===== src/rtl/serial_pkg.sv =====
// ---------------------------------------------------------------------------
// serial_pkg
// Shared types and constants for the serial receive path.
//   rx_state_t   : receiver FSM states (IDLE, START, DATA, STOP)
//   DATA_BITS    : data bits per frame (8N1 framing)
// SYNC_STAGES    : flop count of the input-pin synchronizers
//   cnt_width()  : width of a counter that spans one bit period
// ---------------------------------------------------------------------------
package serial_pkg;

  typedef enum logic [1:0] {
    IDLE  = 2'd0,
    START = 2'd1,
    DATA  = 2'd2,
    STOP  = 2'd3
  } rx_state_t;

  localparam int DATA_BITS   = 8;
  localparam int SYNC_STAGES = 2;

  // A one-clock bit period would give $clog2 == 0, so keep at least one bit.
  function automatic int cnt_width(input int clks_per_bit);
    return (clks_per_bit > 1) ? $clog2(clks_per_bit) : 1;
  endfunction

endpackage


===== src/rtl/sync_2ff.sv =====
// ---------------------------------------------------------------------------
// sync_2ff
// Generic flop-chain synchronizer for asynchronous input pins.
//   clk   : destination clock
//   rst_n : asynchronous active-low reset; every stage loads RESET_VAL
//   d     : asynchronous input
//   q     : synchronized output, STAGES clocks behind d
// RESET_VAL should match the idle level of the pin (1 for a serial line) so
// that leaving reset never looks like an edge on the line.
// ---------------------------------------------------------------------------
module sync_2ff
  import serial_pkg::*;
#(
  parameter logic RESET_VAL = 1'b1,
  parameter int   STAGES    = SYNC_STAGES
) (
  input  logic clk,
  input  logic rst_n,
  input  logic d,
  output logic q
);

  logic [STAGES-1:0] chain;

  always_ff @(posedge clk or negedge rst_n) begin
    if (!rst_n) begin
      chain <= {STAGES{RESET_VAL}};
    end else begin
      chain <= {chain[STAGES-2:0], d};
    end
  end

  assign q = chain[STAGES-1];

endmodule


===== src/rtl/serial_rx.sv =====
// ---------------------------------------------------------------------------
// serial_rx
// 8N1 asynchronous serial receiver with a one-entry valid/ready output buffer.
//   CLKS_PER_BIT : clocks per serial bit (even, >= 4)
//   clk, rst_n   : system clock, asynchronous active-low reset
//   ena          : design enable; low holds the receiver in IDLE
//   rx           : raw serial line, idle high, unsynchronized
//   rx_data      : held byte (keeps its last value after consumption)
//   rx_valid     : rx_data holds an unconsumed byte
//   rx_ready     : consumer takes rx_data when rx_valid && rx_ready
//   frame_err    : one-cycle pulse when a stop bit is sampled low
//   overrun      : sticky; a completed byte was dropped (cleared by reset only)
// All outputs come straight from flops.
// ---------------------------------------------------------------------------
module serial_rx
  import serial_pkg::*;
#(
  parameter int CLKS_PER_BIT = 16
) (
  input  logic       clk,
  input  logic       rst_n,
  input  logic       ena,
  input  logic       rx,
  input  logic       rx_ready,
  output logic [7:0] rx_data,
  output logic       rx_valid,
  output logic       frame_err,
  output logic       overrun
);

  localparam int CW = cnt_width(CLKS_PER_BIT);
  localparam int BW = $clog2(DATA_BITS);

  localparam logic [CW-1:0] HALF_LAST = CW'(CLKS_PER_BIT / 2 - 1);
  localparam logic [CW-1:0] FULL_LAST = CW'(CLKS_PER_BIT - 1);
  localparam logic [BW-1:0] LAST_BIT  = BW'(DATA_BITS - 1);

  logic                 rx_s;
  rx_state_t            state;
  logic [CW-1:0]        cnt;
  logic [BW-1:0]        bitn;
  logic [DATA_BITS-1:0] shreg;

  sync_2ff #(
    .RESET_VAL (1'b1),
    .STAGES    (SYNC_STAGES)
  ) u_sync (
    .clk   (clk),
    .rst_n (rst_n),
    .d     (rx),
    .q     (rx_s)
  );

  // Receiver FSM and output buffer share one block so that a completing byte
  // and a consumer handshake on the same edge resolve in one place: the load
  // below overrides the consume-clear, which keeps rx_valid high with the new
  // byte instead of dropping it.
  always_ff @(posedge clk or negedge rst_n) begin
    if (!rst_n) begin
      state     <= IDLE;
      cnt       <= '0;
      bitn      <= '0;
      shreg     <= '0;
      rx_data   <= '0;
      rx_valid  <= 1'b0;
      frame_err <= 1'b0;
      overrun   <= 1'b0;
    end else begin
      frame_err <= 1'b0;

      if (rx_valid && rx_ready) begin
        rx_valid <= 1'b0;
      end

      if (!ena) begin
        state <= IDLE;
        cnt   <= '0;
        bitn  <= '0;
      end else begin
        case (state)
          IDLE: begin
            if (!rx_s) begin
              state <= START;
              cnt   <= '0;
            end
          end

          // Re-check the line half a bit in; a pulse that has already gone
          // high again is treated as a glitch.
          START: begin
            if (cnt == HALF_LAST) begin
              cnt <= '0;
              if (!rx_s) begin
                state <= DATA;
                bitn  <= '0;
              end else begin
                state <= IDLE;
              end
            end else begin
              cnt <= cnt + 1'b1;
            end
          end

          // Sampling one full bit after the mid-start point lands mid-bit.
          // LSB arrives first, so shift right and insert at the top.
          DATA: begin
            if (cnt == FULL_LAST) begin
              cnt   <= '0;
              shreg <= {rx_s, shreg[DATA_BITS-1:1]};
              if (bitn == LAST_BIT) begin
                state <= STOP;
              end else begin
                bitn <= bitn + 1'b1;
              end
            end else begin
              cnt <= cnt + 1'b1;
            end
          end

          // Return to IDLE on the stop-sample edge itself, half a bit early,
          // so a start bit that immediately follows is not missed.
          STOP: begin
            if (cnt == FULL_LAST) begin
              cnt   <= '0;
              state <= IDLE;
              if (rx_s) begin
                if (!rx_valid || rx_ready) begin
                  rx_data  <= shreg;
                  rx_valid <= 1'b1;
                end else begin
                  overrun <= 1'b1;
                end
              end else begin
                frame_err <= 1'b1;
              end
            end else begin
              cnt <= cnt + 1'b1;
            end
          end

          default: begin
            state <= IDLE;
            cnt   <= '0;
          end
        endcase
      end
    end
  end

endmodule


===== config.mk =====
export PLATFORM = sky130hd
export DESIGN_NAME = serial_rx
export DESIGN_NICKNAME = d
export VERILOG_FILES = /design/src/rtl/serial_pkg.sv /design/src/rtl/sync_2ff.sv /design/src/rtl/serial_rx.sv
export SDC_FILE = /design/constraint.sdc
export NUM_CORES = 1
export LEC_CHECK = 0
export ABC_CLOCK_PERIOD_IN_PS = 3700
export CAP_MARGIN = 20
export CORE_MARGIN = 2
export CORE_UTILIZATION = 45
export CTS_CLUSTER_SIZE = 16
export DETAILED_ROUTE_END_ITERATION = 8
export PLACE_DENSITY = 0.67
export SLEW_MARGIN = 20
export SYNTH_ARGS = -nofsm -noshare
export SYNTH_HDL_FRONTEND = slang
export SYNTH_SLANG_ARGS = --single-unit

===== constraint.sdc =====
create_clock -name clk -period 3.7 [get_ports clk]
set_clock_uncertainty 0.1 [all_clocks]
set_input_delay 0.74 -clock clk [delete_from_list [all_inputs] [get_ports clk]]
set_output_delay 0.74 -clock clk [all_outputs]
set_load 0.02 [all_outputs]

# Yosys cells after proc, flatten, opt, wreduce, memory -nomap -nowiden
# Cells that the tools add are included.
# Widths: inputs -> output; s select.
[totals] regBits=30 inputBits=5 output_inout_bits=11 word_cells=65
[classes] n_addsub=2 reduce_logical=10 eq_ne=14 mux=29 bitwise=1
[ops] op="$ne 3x3->1 const B" n=7
[ops] op="$reduce_and 5->1" n=4
[ops] op="$mux 4" n=4
[ops] op="$mux 3" n=5
[ops] op="$mux 2" n=7
[ops] op="$pmux 4 s3" n=1
[ops] op="$mux 1" n=10
[ops] op="$pmux 2 s4" n=1
[ops] op="$pmux 3 s2" n=1
[ops] op="$add 4x1->4 const B" n=1
[ops] op="$eq 2x2->1 const B" n=2
[ops] op="$eq 4x3->1 const B" n=1
[ops] op="$eq 4x4->1 const B" n=1
[ops] op="$add 3x1->3 const B" n=1
[ops] op="$eq 3x3->1 const B" n=1
[ops] op="$ne 3x1->1 const B" n=1
[ops] op="$reduce_and 3->1" n=1
[ops] op="$eq 2x1->1 const B" n=1
[ops] op="$logic_not 2->1" n=1
[ops] op="$reduce_or 2->1" n=1
[ops] op="$logic_and 1x1->1" n=1
[ops] op="$logic_not 1->1" n=1
[ops] op="$logic_or 1x1->1" n=1
[ops] op="$not 1->1" n=1

# Longest topological paths before layout
[depth] ltp_word=7 depth_mapped=6

# By module
# From an unflattened synthesis, not the netlist that was laid out.
[unflattened] hier_cells=104 area_unflattened_um2=1346.3
[by_module_without_submodules] mod="serial_rx" cells_each=102 n_inst=1 seq_area_each_um2=700.7 area_per_inst_um2=1293.7
[by_module_without_submodules] mod="sync_2ff" cells_each=2 n_inst=1 seq_area_each_um2=52.6 area_per_inst_um2=52.6

# Worst setup path after synthesis
# No wires, ideal clock.
[synth_timing] path_kind="input to register" from="input port ena" to="register rx_data[0]" path_slack_ns=1.807 setup_ns=0.127 cell_stages=5 arrival_time_ns=1.666 path_buffers=1 cell_sequence="and4_1 -> nand4_1 -> nor2b_1 -> buf_4 -> mux2_1"
[synth_via] elab_chain_len=1
[synth_lines] element="from (decl)" line_no="serial_rx.sv:22" text="input logic ena,"
[synth_lines] element="$reduce_and 5->1 (no line)"
[synth_lines] element="to (signal assigned)" line_no="serial_rx.sv:128" text="rx_data <= shreg;"
[synth_lines] element="to (decl)" line_no="serial_rx.sv:25" text="output logic [7:0] rx_data,"
# No other way between the ends.
# A chain may end at the register's enable or synchronous reset.

# Final worst setup path
[layout_timing] from="input port ena" to="register rx_data[6]"
# The elaborated chain is that of the path after synthesis.

==> impl_metrics.sql <==
INSERT INTO impl_metrics (metric_group, metric, value, unit) VALUES
('yosys', 'netlist.area_leader.share', '53.6', '%'),
('clock_tree', 'htree_levels', '2', ''),
('floorplan', 'initial_utilization', '47.4', '%'),
('yosys', 'synth_top_area_cell', 'sky130_fd_sc_hd__dfrtp_1', ''),
('detailed_routing', 'via_per_inst', '5.63', ''),
('detailed_routing', 'wl_per_cell', '14.8', 'um'),
('detailed_routing', 'via_count', '861', ''),
('run_status', 'run_status', 'complete, no violations', ''),
('setup_path', 'timing.critical_path.from_type', 'primary input', ''),
('timing', 'relSlewSlack', '74.8', '%'),
('timing', 'fraction_of_the_cycle_the_final_worst_path_needs', '63.3', '%'),
('power_and_ir_drop', 'power.ir.vdd_worst', '0.275', 'mV'),
('hold_path', 'holdCritPathClass', 'reg2reg', ''),
('yosys', 'yosys_warnings', '0', ''),
('global_routing', 'antenna_violations_before_repair', '0', ''),
('clock_tree', 'cts-root-buf', 'sky130_fd_sc_hd__clkbuf_4', ''),
('detailed_routing', 'first_pass_iters', '4', ''),
('setup_path', 'crit_path_category', 'in2reg', ''),
('detailed_routing', 'drc', '0', ''),
('timing', 'slew_violations', '0', ''),
('clock_tree', 'cts-buffers-inserted', '5', ''),
('floorplan', 'fp.dieW', '57.9', 'um'),
('timing', 'period_minus_slack', '2.34', 'ns'),
('floorplan', 'die_h', '57.9', 'um'),
('global_routing', 'track_usage', '16.0', '%'),
('power_and_ir_drop', 'p_sw', '0.000131', 'W'),
('setup_path', 'slowest_stage', 'sky130_fd_sc_hd__clkdlybuf4s50_1', ''),
('placed_design', 'dp_worst_setup_slack', '1.03', 'ns'),
('power_and_ir_drop', 'p_leak', '0.746', 'nW'),
('setup_path', 'worstPathCellList', 'clkdlybuf4s50_1 > and4_1 > nand4_1 > nor2b_1 > buf_4 > mux2_1', ''),
('clock_tree', 'clock_latency', '0.32', 'ns'),
('yosys', 'number_of_distinct_library_cells_after_synthesis', '33', ''),
('yosys', 'synth_fp_nets', '111', ''),
('flow_run', 'max_cap_violations', '0', ''),
('placed_design', 'gpl.final_weighted_congestion', '0.838', ''),
('setup_path', 'cp_top_family', 'buffers and inverters', ''),
('global_routing', 'first_global_vias', '886', ''),
('power_and_ir_drop', 'powerDensity', '397', 'mW/mm^2'),
('power_and_ir_drop', 'power_frac_clock', '40.7', '%'),
('clock_tree', 'cts_tree', 'built', ''),
('timing', 'fin_tns_setup', '0', 'ns'),
('final_layout', 'proportion_of_layout_cells_with_a_drive_suffix_above_1', '18.0', '%'),
('power_and_ir_drop', 'swShare', '21.2', '%'),
('timing', 'hold_viol_final', '0', ''),
('timing', 'rsz_0062_raised_after_global_routing', 'no', ''),
('yosys', 'yosysSeqAreaShare', '57.6', '%'),
('yosys', 'synth.ff_latch_count', '30', ''),
('final_layout', 'syn2layout_area_growth', '18.9', '%'),
('clock_tree', 'cts_hold_buf', '0', ''),
('setup_path', 'worstPathArrival', '2.44', 'ns'),
('yosys', 'syn-instance-count', '103', ''),
('global_routing', 'grt_pass1_wl', '3.97', 'mm'),
('placed_design', 'detailedPlacementHpwl', '1.59', 'mm'),
('final_layout', 'antenna-diode-count', '0', ''),
('floorplan', 'ios', '16', ''),
('detailed_routing', 'antenna_violating_nets_post_route', '0', ''),
('detailed_routing', 'postRouteWirelength', '2.26', 'mm'),
('setup_path', 'critical_path.endpoint_type', 'flop', ''),
('timing', 'timing_worst_slew_pin_value', '0.378', 'ns'),
('timing', 'report.final.setup_viol', '0', ''),
('yosys', 'post_synth_instance_area', '0.00131', 'mm^2'),
('setup_path', 'crit_fanout', '8', ''),
('final_layout', 'nNetsFinal', '129', ''),
('timing', 'achievable-frequency', '0.427', 'GHz'),
('power_and_ir_drop', 'internal_power', '0.000487', 'W'),
('timing', 'worst_slack', '1.36', 'ns'),
('global_routing', 'grt_max_degree', '31', ''),
('global_routing', 'grt_overflow', '0', ''),
('clock_tree', 'cts_post_setup_buffers_inserted', '0', ''),
('floorplan', 'core.rowCount', '19', ''),
('floorplan', 'core', '0.00276', 'mm^2');
-- kinds of logic after synthesis --
family                   synth area share, %
XOR/XNOR                               0.670
buffers and inverters                   2.97
flip-flops                              57.6
adder cells (fa/ha/maj)                 2.87
AO/OA/AOI/OAI                           6.32
AND/OR/NAND/NOR                         14.2
multiplexers                            15.4
-- worst reg2reg max path: cells and delay by family (launching register included) --
family | cells | cell delay [ns]
and+or+nand+nor | 3 | 0.58
muxes | 1 | 0.34
DFF | 1 | 0.39
adders and majority gates | 1 | 0.27
buffers and inverters | 1 | 0.19
-- placed cells by master (no fill, tap or decap), types with 3 or more instances in the layout --
| cell type | n |
|---|---|
| sky130_fd_sc_hd__clkbuf_4 | 5 |
| sky130_fd_sc_hd__nand2_1 | 6 |
| sky130_fd_sc_hd__nand4_1 | 3 |
| sky130_fd_sc_hd__a21oi_1 | 3 |
| sky130_fd_sc_hd__dfrtp_1 | 28 |
| sky130_fd_sc_hd__mux2_2 | 9 |
| sky130_fd_sc_hd__nand3_1 | 3 |
| sky130_fd_sc_hd__mux2_1 | 8 |
| sky130_fd_sc_hd__clkdlybuf4s50_1 | 15 |
| sky130_fd_sc_hd__ha_1 | 3 |
| sky130_fd_sc_hd__nor2_1 | 4 |
-- state kept, by name, indices dropped and copies added, names as in the netlist --
signal	count
rx_data	8
shreg	8
cnt	4
bitn	3
state	2
u_sync.chain	2
frame_err	1
overrun	1
rx_valid	1
-- per-layer routing --
layer	track usage, %	part of all wire [%]	up-vias
met3	6.03	4.0	4
met2	26.0	49	19
met4	4.98	1.2	0
li1	-	-	412
met5	0	0	-
met1	19.8	45	426
-- layout make-up --
type,count,area (um^2)
fillers,243,1200
clock inverters,1,30.0
well taps,31,38.8
flip-flops and latches,30,753
repair buffers,17,165
multi-input cells,65,515
inverters,2,7.51
clock buffers,7,45.0
-- cells in the mapped netlist --
library cell and count:
sky130_fd_sc_hd__a21oi_1 3, sky130_fd_sc_hd__mux2_1 8, sky130_fd_sc_hd__inv_1 2, sky130_fd_sc_hd__nand2_1 6, sky130_fd_sc_hd__ha_1 3, sky130_fd_sc_hd__nor2_1 4, sky130_fd_sc_hd__nor4b_2 1, sky130_fd_sc_hd__mux2_2 9
sky130_fd_sc_hd__dfrtp_1 28, sky130_fd_sc_hd__buf_2 4, sky130_fd_sc_hd__nand2b_1 1, sky130_fd_sc_hd__xnor2_1 1, sky130_fd_sc_hd__a31oi_1 1, sky130_fd_sc_hd__nor3_1 2, sky130_fd_sc_hd__mux2i_1 1, sky130_fd_sc_hd__clkbuf_1 1
sky130_fd_sc_hd__o211ai_1 1, sky130_fd_sc_hd__nor2b_1 2, sky130_fd_sc_hd__a2111oi_0 1, sky130_fd_sc_hd__and4bb_2 1, sky130_fd_sc_hd__a32oi_1 1, sky130_fd_sc_hd__nand4_1 3, sky130_fd_sc_hd__nand3_1 3, sky130_fd_sc_hd__o21ai_0 2
sky130_fd_sc_hd__and3b_1 1, sky130_fd_sc_hd__o221a_2 1, sky130_fd_sc_hd__dfstp_2 2, sky130_fd_sc_hd__and3_1 2, sky130_fd_sc_hd__buf_4 1, sky130_fd_sc_hd__or3_1 2, sky130_fd_sc_hd__o21bai_1 2, sky130_fd_sc_hd__nand3b_1 2
sky130_fd_sc_hd__and4_1 1
-- power groups by stage --
stage	Sequential (W)	Clock [W]	Combinational (W)
final	0.000340	0.000251	0.0000266
after global routing	0.000341	0.000277	0.0000299
after CTS	0.000340	0.000261	0.0000275
after detailed placement	0.000346	0	0.0000272
after global placement	0.000346	0	0.0000265
after floorplan	0.000341	0	0.0000170
-- metrics by stage --
stage	std cells	hold WS [ns]	total power (W)	instance area, um^2	util [%]
final	153	0.261	0.000617	1560	56.4
after global routing	153	0.267	0.000648	1560	56.4
after CTS	153	0.263	0.000628	1560	56.4
after detailed placement	145	0.251	0.000373	1480	53.7
after global placement	145	0.246	0.000372	1480	53.7
after floorplan	103	0.245	0.000358	1310	-
-- path summary, 6_finish.rpt --
check | from | end | slack, ns | cells past startpoint
max | ena | rx_data[6] | 1.36 | 6
min | u_sync.chain[0] | u_sync.chain[1] | 0.26 | 0
max reg2reg | cnt[0] | rx_data[6] | 1.71 | 6
min reg2reg | u_sync.chain[0] | u_sync.chain[1] | 0.26 | 0
max in group asynchronous | rst_n | u_sync.chain[0] | 2.49 | 2
min in group asynchronous | rst_n | state[1] | 0.69 | 2
Power figures use the tool's default switching activity.
